`src/rtl/mem_port_arbiter.sv`:
```
// mem_port_arbiter: grants the shared byte-addressed data memory to either
// the core load/store port or the UART program loader, one access at a time.
// Each access is IDLE -> ISSUE -> RESP: the request is captured in IDLE, driven
// to the memory in ISSUE, and acknowledged in RESP while the read data arrives.
//
// state  | meaning
// -------+------------------------------------------------------------------
// IDLE   | arbitrate; capture the winning request bundle
// ISSUE  | memory strobes driven from the capture registers
// RESP   | owner's ack pulses; read data lands in the owner's rdata register
module mem_port_arbiter #(
    parameter int ADDR_W = 12,
    parameter int DATA_W = 32
) (
    input  logic                  clk,
    input  logic                  Rst,
    input  logic                  prog,
    input  logic                  c_req,
    input  logic                  c_we,
    input  logic [DATA_W/8-1:0]   c_be,
    input  logic [ADDR_W-1:0]     c_addr,
    input  logic [DATA_W-1:0]     c_wdata,
    output logic                  c_ack,
    output logic [DATA_W-1:0]     c_rdata,
    output logic                  c_stall,
    input  logic                  l_req,
    input  logic                  l_we,
    input  logic [DATA_W/8-1:0]   l_be,
    input  logic [ADDR_W-1:0]     l_addr,
    input  logic [DATA_W-1:0]     l_wdata,
    output logic                  l_ack,
    output logic [DATA_W-1:0]     l_rdata,
    output logic                  mem_wea,
    output logic [DATA_W/8-1:0]   mem_en,
    output logic [ADDR_W-1:0]     mem_addr,
    output logic [DATA_W-1:0]     mem_din,
    input  logic [DATA_W-1:0]     mem_dout,
    output logic                  owner,
    output logic                  busy
);

    typedef enum logic [1:0] {
        S_IDLE  = 2'd0,
        S_ISSUE = 2'd1,
        S_RESP  = 2'd2
    } state_t;

    state_t                r_state;
    logic                  r_we;
    logic [DATA_W/8-1:0]   r_be;
    logic                  r_last_grant;
    logic [DATA_W-1:0]     r_c_rdata;
    logic [DATA_W-1:0]     r_l_rdata;

    logic                  w_c_elig;
    logic                  w_grant_l;
    logic                  w_rd_done;
    logic                  w_c_rd_done;
    logic                  w_l_rd_done;

    // Arbitration: the loader wins when it is the only eligible requester, or
    // on a tie when the core had the previous grant.
    assign w_c_elig  = c_req & ~prog;
    assign w_grant_l = l_req & (~w_c_elig | ~r_last_grant);

    // A read with no byte enables is a no-op and must not disturb rdata.
    assign w_rd_done   = (r_state == S_RESP) & ~r_we & (|r_be);
    assign w_c_rd_done = w_rd_done & ~owner;
    assign w_l_rd_done = w_rd_done & owner;

    // mem_dout is the memory's own output register, so it is forwarded during
    // the ack cycle; the local registers then hold it until the next read.
    assign c_rdata = w_c_rd_done ? mem_dout : r_c_rdata;
    assign l_rdata = w_l_rd_done ? mem_dout : r_l_rdata;

    assign c_stall = prog | (c_req & ~c_ack);
    assign busy    = (r_state != S_IDLE);

    // Sequencer: arbitration, capture, memory strobes, acks and read data.
    always_ff @(posedge clk or negedge Rst) begin
        if (!Rst) begin
            r_state      <= S_IDLE;
            r_we         <= 1'b0;
            r_be         <= '0;
            r_last_grant <= 1'b1;
            r_c_rdata    <= '0;
            r_l_rdata    <= '0;
            c_ack        <= 1'b0;
            l_ack        <= 1'b0;
            mem_wea      <= 1'b0;
            mem_en       <= '0;
            mem_addr     <= '0;
            mem_din      <= '0;
            owner        <= 1'b0;
        end else begin
            c_ack   <= 1'b0;
            l_ack   <= 1'b0;
            mem_wea <= 1'b0;
            mem_en  <= '0;
            case (r_state)
                S_IDLE: begin
                    if (w_c_elig || l_req) begin
                        owner    <= w_grant_l;
                        r_we     <= w_grant_l ? l_we    : c_we;
                        r_be     <= w_grant_l ? l_be    : c_be;
                        mem_addr <= w_grant_l ? l_addr  : c_addr;
                        mem_din  <= w_grant_l ? l_wdata : c_wdata;
                        mem_wea  <= w_grant_l ? l_we    : c_we;
                        mem_en   <= w_grant_l ? l_be    : c_be;
                        r_state  <= S_ISSUE;
                    end
                end
                S_ISSUE: begin
                    c_ack   <= ~owner;
                    l_ack   <= owner;
                    r_state <= S_RESP;
                end
                S_RESP: begin
                    if (w_c_rd_done) r_c_rdata <= mem_dout;
                    if (w_l_rd_done) r_l_rdata <= mem_dout;
                    r_last_grant <= owner;
                    r_state      <= S_IDLE;
                end
                default: r_state <= S_IDLE;
            endcase
        end
    end

endmodule

```
`config.mk`:
```
export PLATFORM = sky130hd
export DESIGN_NAME = mem_port_arbiter
export DESIGN_NICKNAME = d
export VERILOG_FILES = /design/src/rtl/mem_port_arbiter.sv
export SDC_FILE = /design/constraint.sdc
export NUM_CORES = 1
export LEC_CHECK = 0
export BUFFER_PORTS_ARGS = -buffer_cell sky130_fd_sc_hd__buf_2
export CELL_PAD_IN_SITES_DETAIL_PLACEMENT = 1
export CELL_PAD_IN_SITES_GLOBAL_PLACEMENT = 1
export CORE_ASPECT_RATIO = 2
export CORE_MARGIN = 2
export CORE_UTILIZATION = 38
export DETAILED_ROUTE_END_ITERATION = 16
export GPL_TIMING_DRIVEN = 0
export HOLD_SLACK_MARGIN = 0.1
export PLACE_DENSITY_LB_ADDON = 0.1
export SKIP_LAST_GASP = 1
export SLEW_MARGIN = 15
export SYNTH_ARGS = -nofsm -noshare
export SYNTH_HDL_FRONTEND = slang
export SYNTH_SLANG_ARGS = --single-unit
```
`constraint.sdc`:
```
create_clock -name clk -period 2.8 [get_ports clk]
set_input_delay 0.84 -clock clk [delete_from_list [all_inputs] [get_ports clk]]
set_output_delay 0.84 -clock clk [all_outputs]
set_load 0.1 [all_outputs]
```
-- Word level (Yosys, flattened, before mapping)
Index checks and enable logic that the tools add are counted.
- bits in registers: 124
- bits of input ports: 135
- output and inout port bits: 118
- word-level logic and storage cells: 50
- equality and inequality tests: 3
- muxes and demuxes: 14
- bitwise gates (word level): 15
- reduce and logical (&&, ||, !) cells: 5
- operators with widths (cell ; count):
    32-bit two-way mux ; 3
    12-bit two-way mux ; 1
    4-bit two-way mux ; 3
    1-bit AND ; 7
    1-bit inverter ; 6
    1-bit two-way mux ; 5
    2-bit one-hot mux with 2 select lines ; 1
    4-bit OR reduction ; 1
    2-bit by 1-bit equality test with 1-bit output (second input constant) ; 1
    2-bit equality test (second input constant) ; 1
    2-bit zero test ; 1
    2-bit two-way mux ; 1
    2-bit != test (second input constant) ; 1
    1-bit OR ; 2
    2-bit AND reduction ; 1
    2-bit nonzero test ; 1
    1-bit logical OR ; 1

-- Logic depth before layout (Yosys ltp)
Gate-level depths: netlist of run 1.
- depth after elaboration: 8
- mapped depth: 6
- depth with buffers taken out: 4

-- Least setup slack after synthesis of run 1
OpenSTA, ideal clock, no wires.
- path kind: reg-to-output
- from: register owner
- to: output port l_rdata[0]
- data arrival time: 2.274 ns
- required time: 1.960 ns
- path slack: -0.314 ns
- stages on the path, launching flop included: 5
- buffers on the path: 2
- cells stage by stage: dfrtp_1 or4b_1 buf_4 buf_6 mux2_4
- cells in the longest elaborated chain, start to end: 2
- ends and longest elaborated chain (what ; line ; text):
    start, declared ; 38 ; output logic owner,
    start signal, assigned ; 103 ; owner <= w_grant_l;
    1-bit AND ; 69 ; assign w_l_rd_done = w_rd_done & owner;
    32-bit two-way mux ; n/a ;
    end, declared ; 32 ; output logic [DATA_W-1:0] l_rdata,
Every way passes these cells.

-- Worst setup path after layout of run 1
- from: register r_state[0]
- to: output port l_rdata[3]
- cells in the longest elaborated chain, start to end: 5
- ends and longest elaborated chain (what ; line ; text):
    start, declared ; 48 ; state_t r_state;
    start signal, assigned ; 82 ; r_state <= S_IDLE;
    start signal, assigned ; 110 ; r_state <= S_ISSUE;
    start signal, assigned ; 116 ; r_state <= S_RESP;
    2-bit equality test ; 67 ; assign w_rd_done = (r_state == S_RESP) & ~r_we & (|r_be);
    1-bit AND (2 in series) ; 67 ;
    1-bit AND ; 69 ;
    32-bit two-way mux ; n/a ;
Every way passes these cells.

==> flow_summary.yaml, run 1 <==
status:
  outcome: "finished, violations left"
  violations: "setup timing"
place:
  dp.cells: 996
  place_hpwl_um: 16900
  place.gp.congestion: 0.797
  io_buffers: 252
  place_area_um2: 8210
sta:
  setup_viol: 65
  slew_headroom_pct: 60.2
  slew_violations: 0
  fmax_mhz: 316
  fin_ws_ns: -0.365
  period_needed_ns: 3.17
  hold_slack_ns: 0.372
  rsz0062_at_grt: "yes"
  period_share_pct: 113
  hold_viol_final: 0
  clock_skew_ns: 0.00838
  tightest_slew_ns: 0.597
synth:
  synth-xor-area-share_pct: 0
  syn-num-nets: 668
  synth_mux_area_share_pct: 25.2
  yosys_warnings: 0
  netlist_area_um2: 6650
  synth_top_family_by_area: "multiplexers"
  syn_area_per_cell_um2: 12.5
  yosys.area.top_type_share_pct: 46.3
  yosysSeqAreaShare_pct: 46.7
  synth_compound_area_share_pct: 19.2
  ys_ff_latch: 124
  syn_inst: 533
  netlist_top_cells_area: "dfrtp_1 (46%), mux2_4 (14%), mux2_2 (12%), o221a_2 (6.9%), a2bb2oi_1 (5.4%)"
  synth-simple-area-share_pct: 4.57
  synth_cell_types: 32
  synthAdderAreaFrac_pct: 0
  synth_area_leader_cell: "dfrtp_1"
routing:
  drtAntennaViolNets: 0
  vias_per_cell: 5.53
  wl_um: 25800
  drtIter0Drc: 175
  wl_per_cell_um: 24.6
  num_vias: 5802
  drt-pass1-iter-count: 4
  route.detailed.drc: 0
flow_run:
  cap_viol_max_count: 0
global_route:
  grt_util_met2_pct: 54.3
  grt_pass1_wl_um: 38800
  gr-total-overflow: 0
  gr-usage-met3_pct: 5.63
  grtUsageMet1_pct: 26.7
  grt_pass1_vias: 6717
  grt_max_degree: 75
  grt_usage_pct: 27.2
  busiest_layer: "met2"
  grt_antenna_before_repair: 0
final_layout:
  syn_to_final_growth_pct: 54.1
  fin_cells: 1050
  fillers: 1762
  num_antenna_cells: 0
  stdcell_area_um2: 10200
  final_nets: 962
  drive_above_1_share_pct: 58.9
  final_util_pct: 59.6
cts:
  cts.sinks: 124
  clk_pin_slew_ns: 0.06
  htreeDepth: 4
  hold_buffers: 0
  clockBufferDepth: 2
  clk_latency_ns: 0.42
  cts_buffers: 17
  cts-root-buf: "clkbuf_16"
  cts_tree: "built"
setup_path:
  worstSetupStartpointType: "register"
  critical_path.cell_chain: "nand2b_4, or4b_4, buf_12, buf_12, mux2_4, buf_12"
  crit_path_frequent_cell: "buf_12"
  worstSetupPathType: "register to output port"
  cp-startpoint: "r_state[0]"
  slowest_delay_ns: 0.50
  worstPathMaxFanout: 10
  worstSetupEndpointType: "output port"
  r2r_start: "r_state[1]"
  cp_slowest_cell: "or4b_4"
  worst_ep_arrival_time_ns: 2.33
  required_ns: 1.96
hold_path:
  hp-class: "input port to async pin"
floorplan:
  core_area_um2: 17200
  ios: 253
  die_x_um: 97.5
  die_area_um2: 18600
  rows: 68
  initial_core_util_pct: 38.7
  die-height_um: 191
-- placed cells by master (no fill, tap or decap), drive strengths merged, types with 3 or more instances in the layout --
cell / Yosys / layout
o221a: 41 / 41
nand3: 4 / 4
mux2: 129 / 129
clkbuf: 41 / 68
dfrtp: 123 / 123
nand2: 49 / 49
bufinv: 0 / 3
a2bb2oi: 41 / 41
a21boi: 8 / 8
o21ai: 42 / 42
a21oi: 4 / 4
buf: 15 / 290
o221ai: 8 / 8
o22a: 8 / 8
nor2b: 3 / 3
inv: 3 / 3
-- synthesized netlist by cell type (all sizes together) --
master and n:
nand3b 1, inv 3, a21boi 8, o21ai 42, mux2 129, nor4 2, dfrtp 123, or4b 1
nor2b 3, and2 1, o21a 1, o22a 8, a32o 1, clkinv 1, o221a 41, nor2 2
and3b 1, nand2 49, a2bb2oi 41, o221ai 8, dfstp 1, a21oi 4, clkbuf 41, nand3 4
a21o 1, nand2b 1, buf 15
-- state kept, by name (all words and copies together), names as in the netlist --
| signal | flops |
|---|---|
| mem_en | 4 |
| r_last_grant | 1 |
| l_ack | 1 |
| r_we | 1 |
| mem_wea | 1 |
| r_be | 4 |
| mem_din | 32 |
| mem_addr | 12 |
| c_ack | 1 |
| r_c_rdata | 32 |
| owner | 1 |
| r_l_rdata | 32 |
| r_state | 2 |
-- layout make-up --
cell class	instances	area [um2]	share of cell area, %
multi-input combinational	349	3400	33.2
timing repair buffer	276	2490	24.4
inverter	4	15.0	0.147
clock inverter	5	103	1.00
buffer	55	342	3.33
tap	210	263	2.56
sequential	124	3110	30.3
clock buffer	27	523	5.11
-- timing repair --
item | in CTS | in global routing
gates resized for setup | 294 | 34
setup endpoints to repair | 65 | 65
buffers inserted | 19 | 3
cloned | 4 | 0
pin swaps | 2 | 1
-- critical path, delay by kind of cell (launching register included) --
| family | cells | cell delay, ns |
|---|---|---|
| muxes | 1 | 0.33 |
| DFF | 1 | 0.40 |
| buffers and inverters | 3 | 0.49 |
| and+or+nand+nor | 2 | 0.67 |
-- routing by layer --
metal  share of wire, %  up-vias
met5                  0        -
met4                3.2        0
met3                4.0       46
met2                 59      199
met1                 34     2954
li1                   -     2603
-- per-stage QoR --
stage	setup WS (ns)	setup TNS (ns)
floorplan	0.0941	0
global placement	-1.24	-115.38
detailed placement	-0.316	-17.23
CTS	-0.372	-18.72
global route	-0.420	-21.42
finish	-0.365	-16.53
-- logic make-up (layout without fill, tap and decap cells) --
| kind of cell | count (synthesis) | in the layout |
|---|---|---|
| AO/OA/AOI/OAI | 155 | 155 |
| multiplexers | 129 | 129 |
| AND/OR/NAND/NOR | 65 | 65 |
| flip-flops | 124 | 124 |
| buffers and inverters | 60 | 367 |
-- final timing paths --
| path | to | slack (ns) | cells past startpoint |
|---|---|---|---|
| min in group clk | mem_din[2] | 0.51 | 1 |
| setup / recovery | l_rdata[3] | -0.37 | 6 |
| setup reg to reg | mem_din[1] | 0.65 | 5 |
| hold reg to reg | mem_din[2] | 0.51 | 1 |
| max in group asynchronous | mem_din[20] | 1.65 | 2 |
| hold / removal | r_l_rdata[28] | 0.37 | 1 |
Power of run 1 is left out: the tool's default activity adds up to more than one toggle a clock period on the data nets, which glitch-free logic cannot reach.
==> run 2: changes to the inputs <==
--- a/config.mk
+++ b/config.mk
@@ -9,7 +9,7 @@
 export CELL_PAD_IN_SITES_DETAIL_PLACEMENT = 1
 export CELL_PAD_IN_SITES_GLOBAL_PLACEMENT = 1
 export CORE_ASPECT_RATIO = 2
-export CORE_MARGIN = 2
+export CORE_MARGIN = 1
 export CORE_UTILIZATION = 38
 export DETAILED_ROUTE_END_ITERATION = 16
 export GPL_TIMING_DRIVEN = 0
==> run 2 against run 1 <==
Compared with the run above:
- the run still ends with setup timing left
- global-route usage down 0.66 points
- critical path depth stayed put
- die area decreased by 3.1%
- maximum frequency grew 0.67%
- design area decreased by 2.1%
- critical path type unchanged
- largest cell class unchanged
- highest routed layer unchanged
==> flow_summary.yaml, run 2 (same netlist as run 1, synthesis figures left out) <==
status:
  outcome: "finished, violations left"
  violations: "setup timing"
final_layout:
  top_regs: "mem_din x32, r_c_rdata x32, r_l_rdata x32"
  drive_above_1_share_pct: 59.3
  syn_to_final_growth_pct: 50.8
  final_nets: 962
  mostFrequentLayoutCells: "buf_2 (191), dfrtp_1 (122), mux2_4 (66), mux2_2 (63), buf_12 (51)"
  final_common_cell: "buf_2"
setup_path:
  worstSetupPathType: "register to output port"
  required_ns: 1.96
  worstPathMaxFanout: 6
  worst_ep_arrival_time_ns: 2.30
  worstSetupStartpointType: "register"
  worstSetupEndpointType: "output port"
floorplan:
  core_area_um2: 17200
  die-height_um: 189
  initial_core_util_pct: 38.7
  ios: 253
  rows: 68
  die_x_um: 95.5
  die_area_um2: 18100
global_route:
  grt_pass1_wl_um: 35900
  grt_max_degree: 74
  grt_usage_pct: 26.5
  grt_pass1_vias: 6481
  grt_antenna_before_repair: 1
  gr-total-overflow: 0
cts:
  clockBufferDepth: 2
  clk_latency_ns: 0.43
  htreeDepth: 4
  cts.sinks: 124
  cts_tree: "built"
  hold_buffers: 0
  clk_pin_slew_ns: 0.06
  cts_buffers: 17
  cts-root-buf: "clkbuf_16"
sta:
  tightest_slew_ns: 0.572
  period_needed_ns: 3.14
  hold_slack_ns: 0.353
  clock_skew_ns: 0.00802
  slew_headroom_pct: 61.7
  slew_violations: 0
  setup_viol: 65
  hold_viol_final: 0
  period_share_pct: 112
  fin_ws_ns: -0.344
  rsz0062_at_grt: "yes"
  fmax_mhz: 318
routing:
  drtIter0Drc: 146
  route.detailed.drc: 0
  wl_um: 24100
  drtAntennaViolNets: 0
  vias_per_cell: 5.43
  wl_per_cell_um: 23.0
  drt-pass1-iter-count: 6
  num_vias: 5707
hold_path:
  hp-class: "input port to async pin"
place:
  io_buffers: 252
  place_hpwl_um: 16400
  place.gp.congestion: 0.779
flow_run:
  cap_viol_max_count: 0
run 2: critical path, cell delays in order (launching register included):
cell and delay (ns):
dfrtp_1 0.38, nand2b_4 0.15, or4b_4 0.51, buf_12 0.17
clkbuf_16 0.17, mux2_4 0.32, buf_12 0.17
run 2: area by class of cell:
type	count	area, um2
Antenna cell	1	2.50
Sequential cell	124	3110
Buffer	56	372
Multi-Input combinational cell	349	3300
Tap cell	210	263
Clock buffer	21	470
Clock inverter	11	141
Inverter	4	15.0
Timing Repair Buffer	275	2350
Fill cell	1791	7160
run 2: final timing paths:
path	startpoint	to	slack, ns	cells past startpoint
worst max-delay path	r_state[0]	l_rdata[1]	-0.34	6
worst min-delay path	Rst	r_c_rdata[30]	0.35	1
worst max register to register	r_state[0]	mem_din[27]	0.60	6
worst min register to register	r_c_rdata[15]	r_c_rdata[15]	0.50	1
max in group asynchronous	Rst	mem_din[25]	1.68	2
min in group clk	r_c_rdata[15]	r_c_rdata[15]	0.50	1
run 2: timing repair:
| action | CTS | global route |
|---|---|---|
| pin swaps | 1 | 1 |
| cloned | 1 | 3 |
| endpoints found under the setup margin | 65 | 65 |
| gates resized for setup | 224 | 34 |
| setup buffers | 10 | 8 |
run 2: metal layers:
layer	part of all wire (%)	global-route usage, %	vias to the layer above
li1	-	-	2616
met1	34	25.7	2855
met2	58	51.4	187
met3	4.2	5.62	49
met4	3.2	11.0	0
met5	0	0	-
run 2: stage by stage:
step                TNS, ns  worst slack [ns]  util [%]  cell area, um2  instances
floorplan                 0            0.0941         -            6650        533
global placement    -114.72             -1.23      47.6            8180        995
detailed placement   -17.65            -0.302      47.8            8210        996
CTS                  -17.79            -0.326      56.7            9750       1039
global route         -23.23            -0.386      58.3           10000       1051
finish               -18.57            -0.344      58.3           10000       1051
Power of run 2 is left out for the same reason.
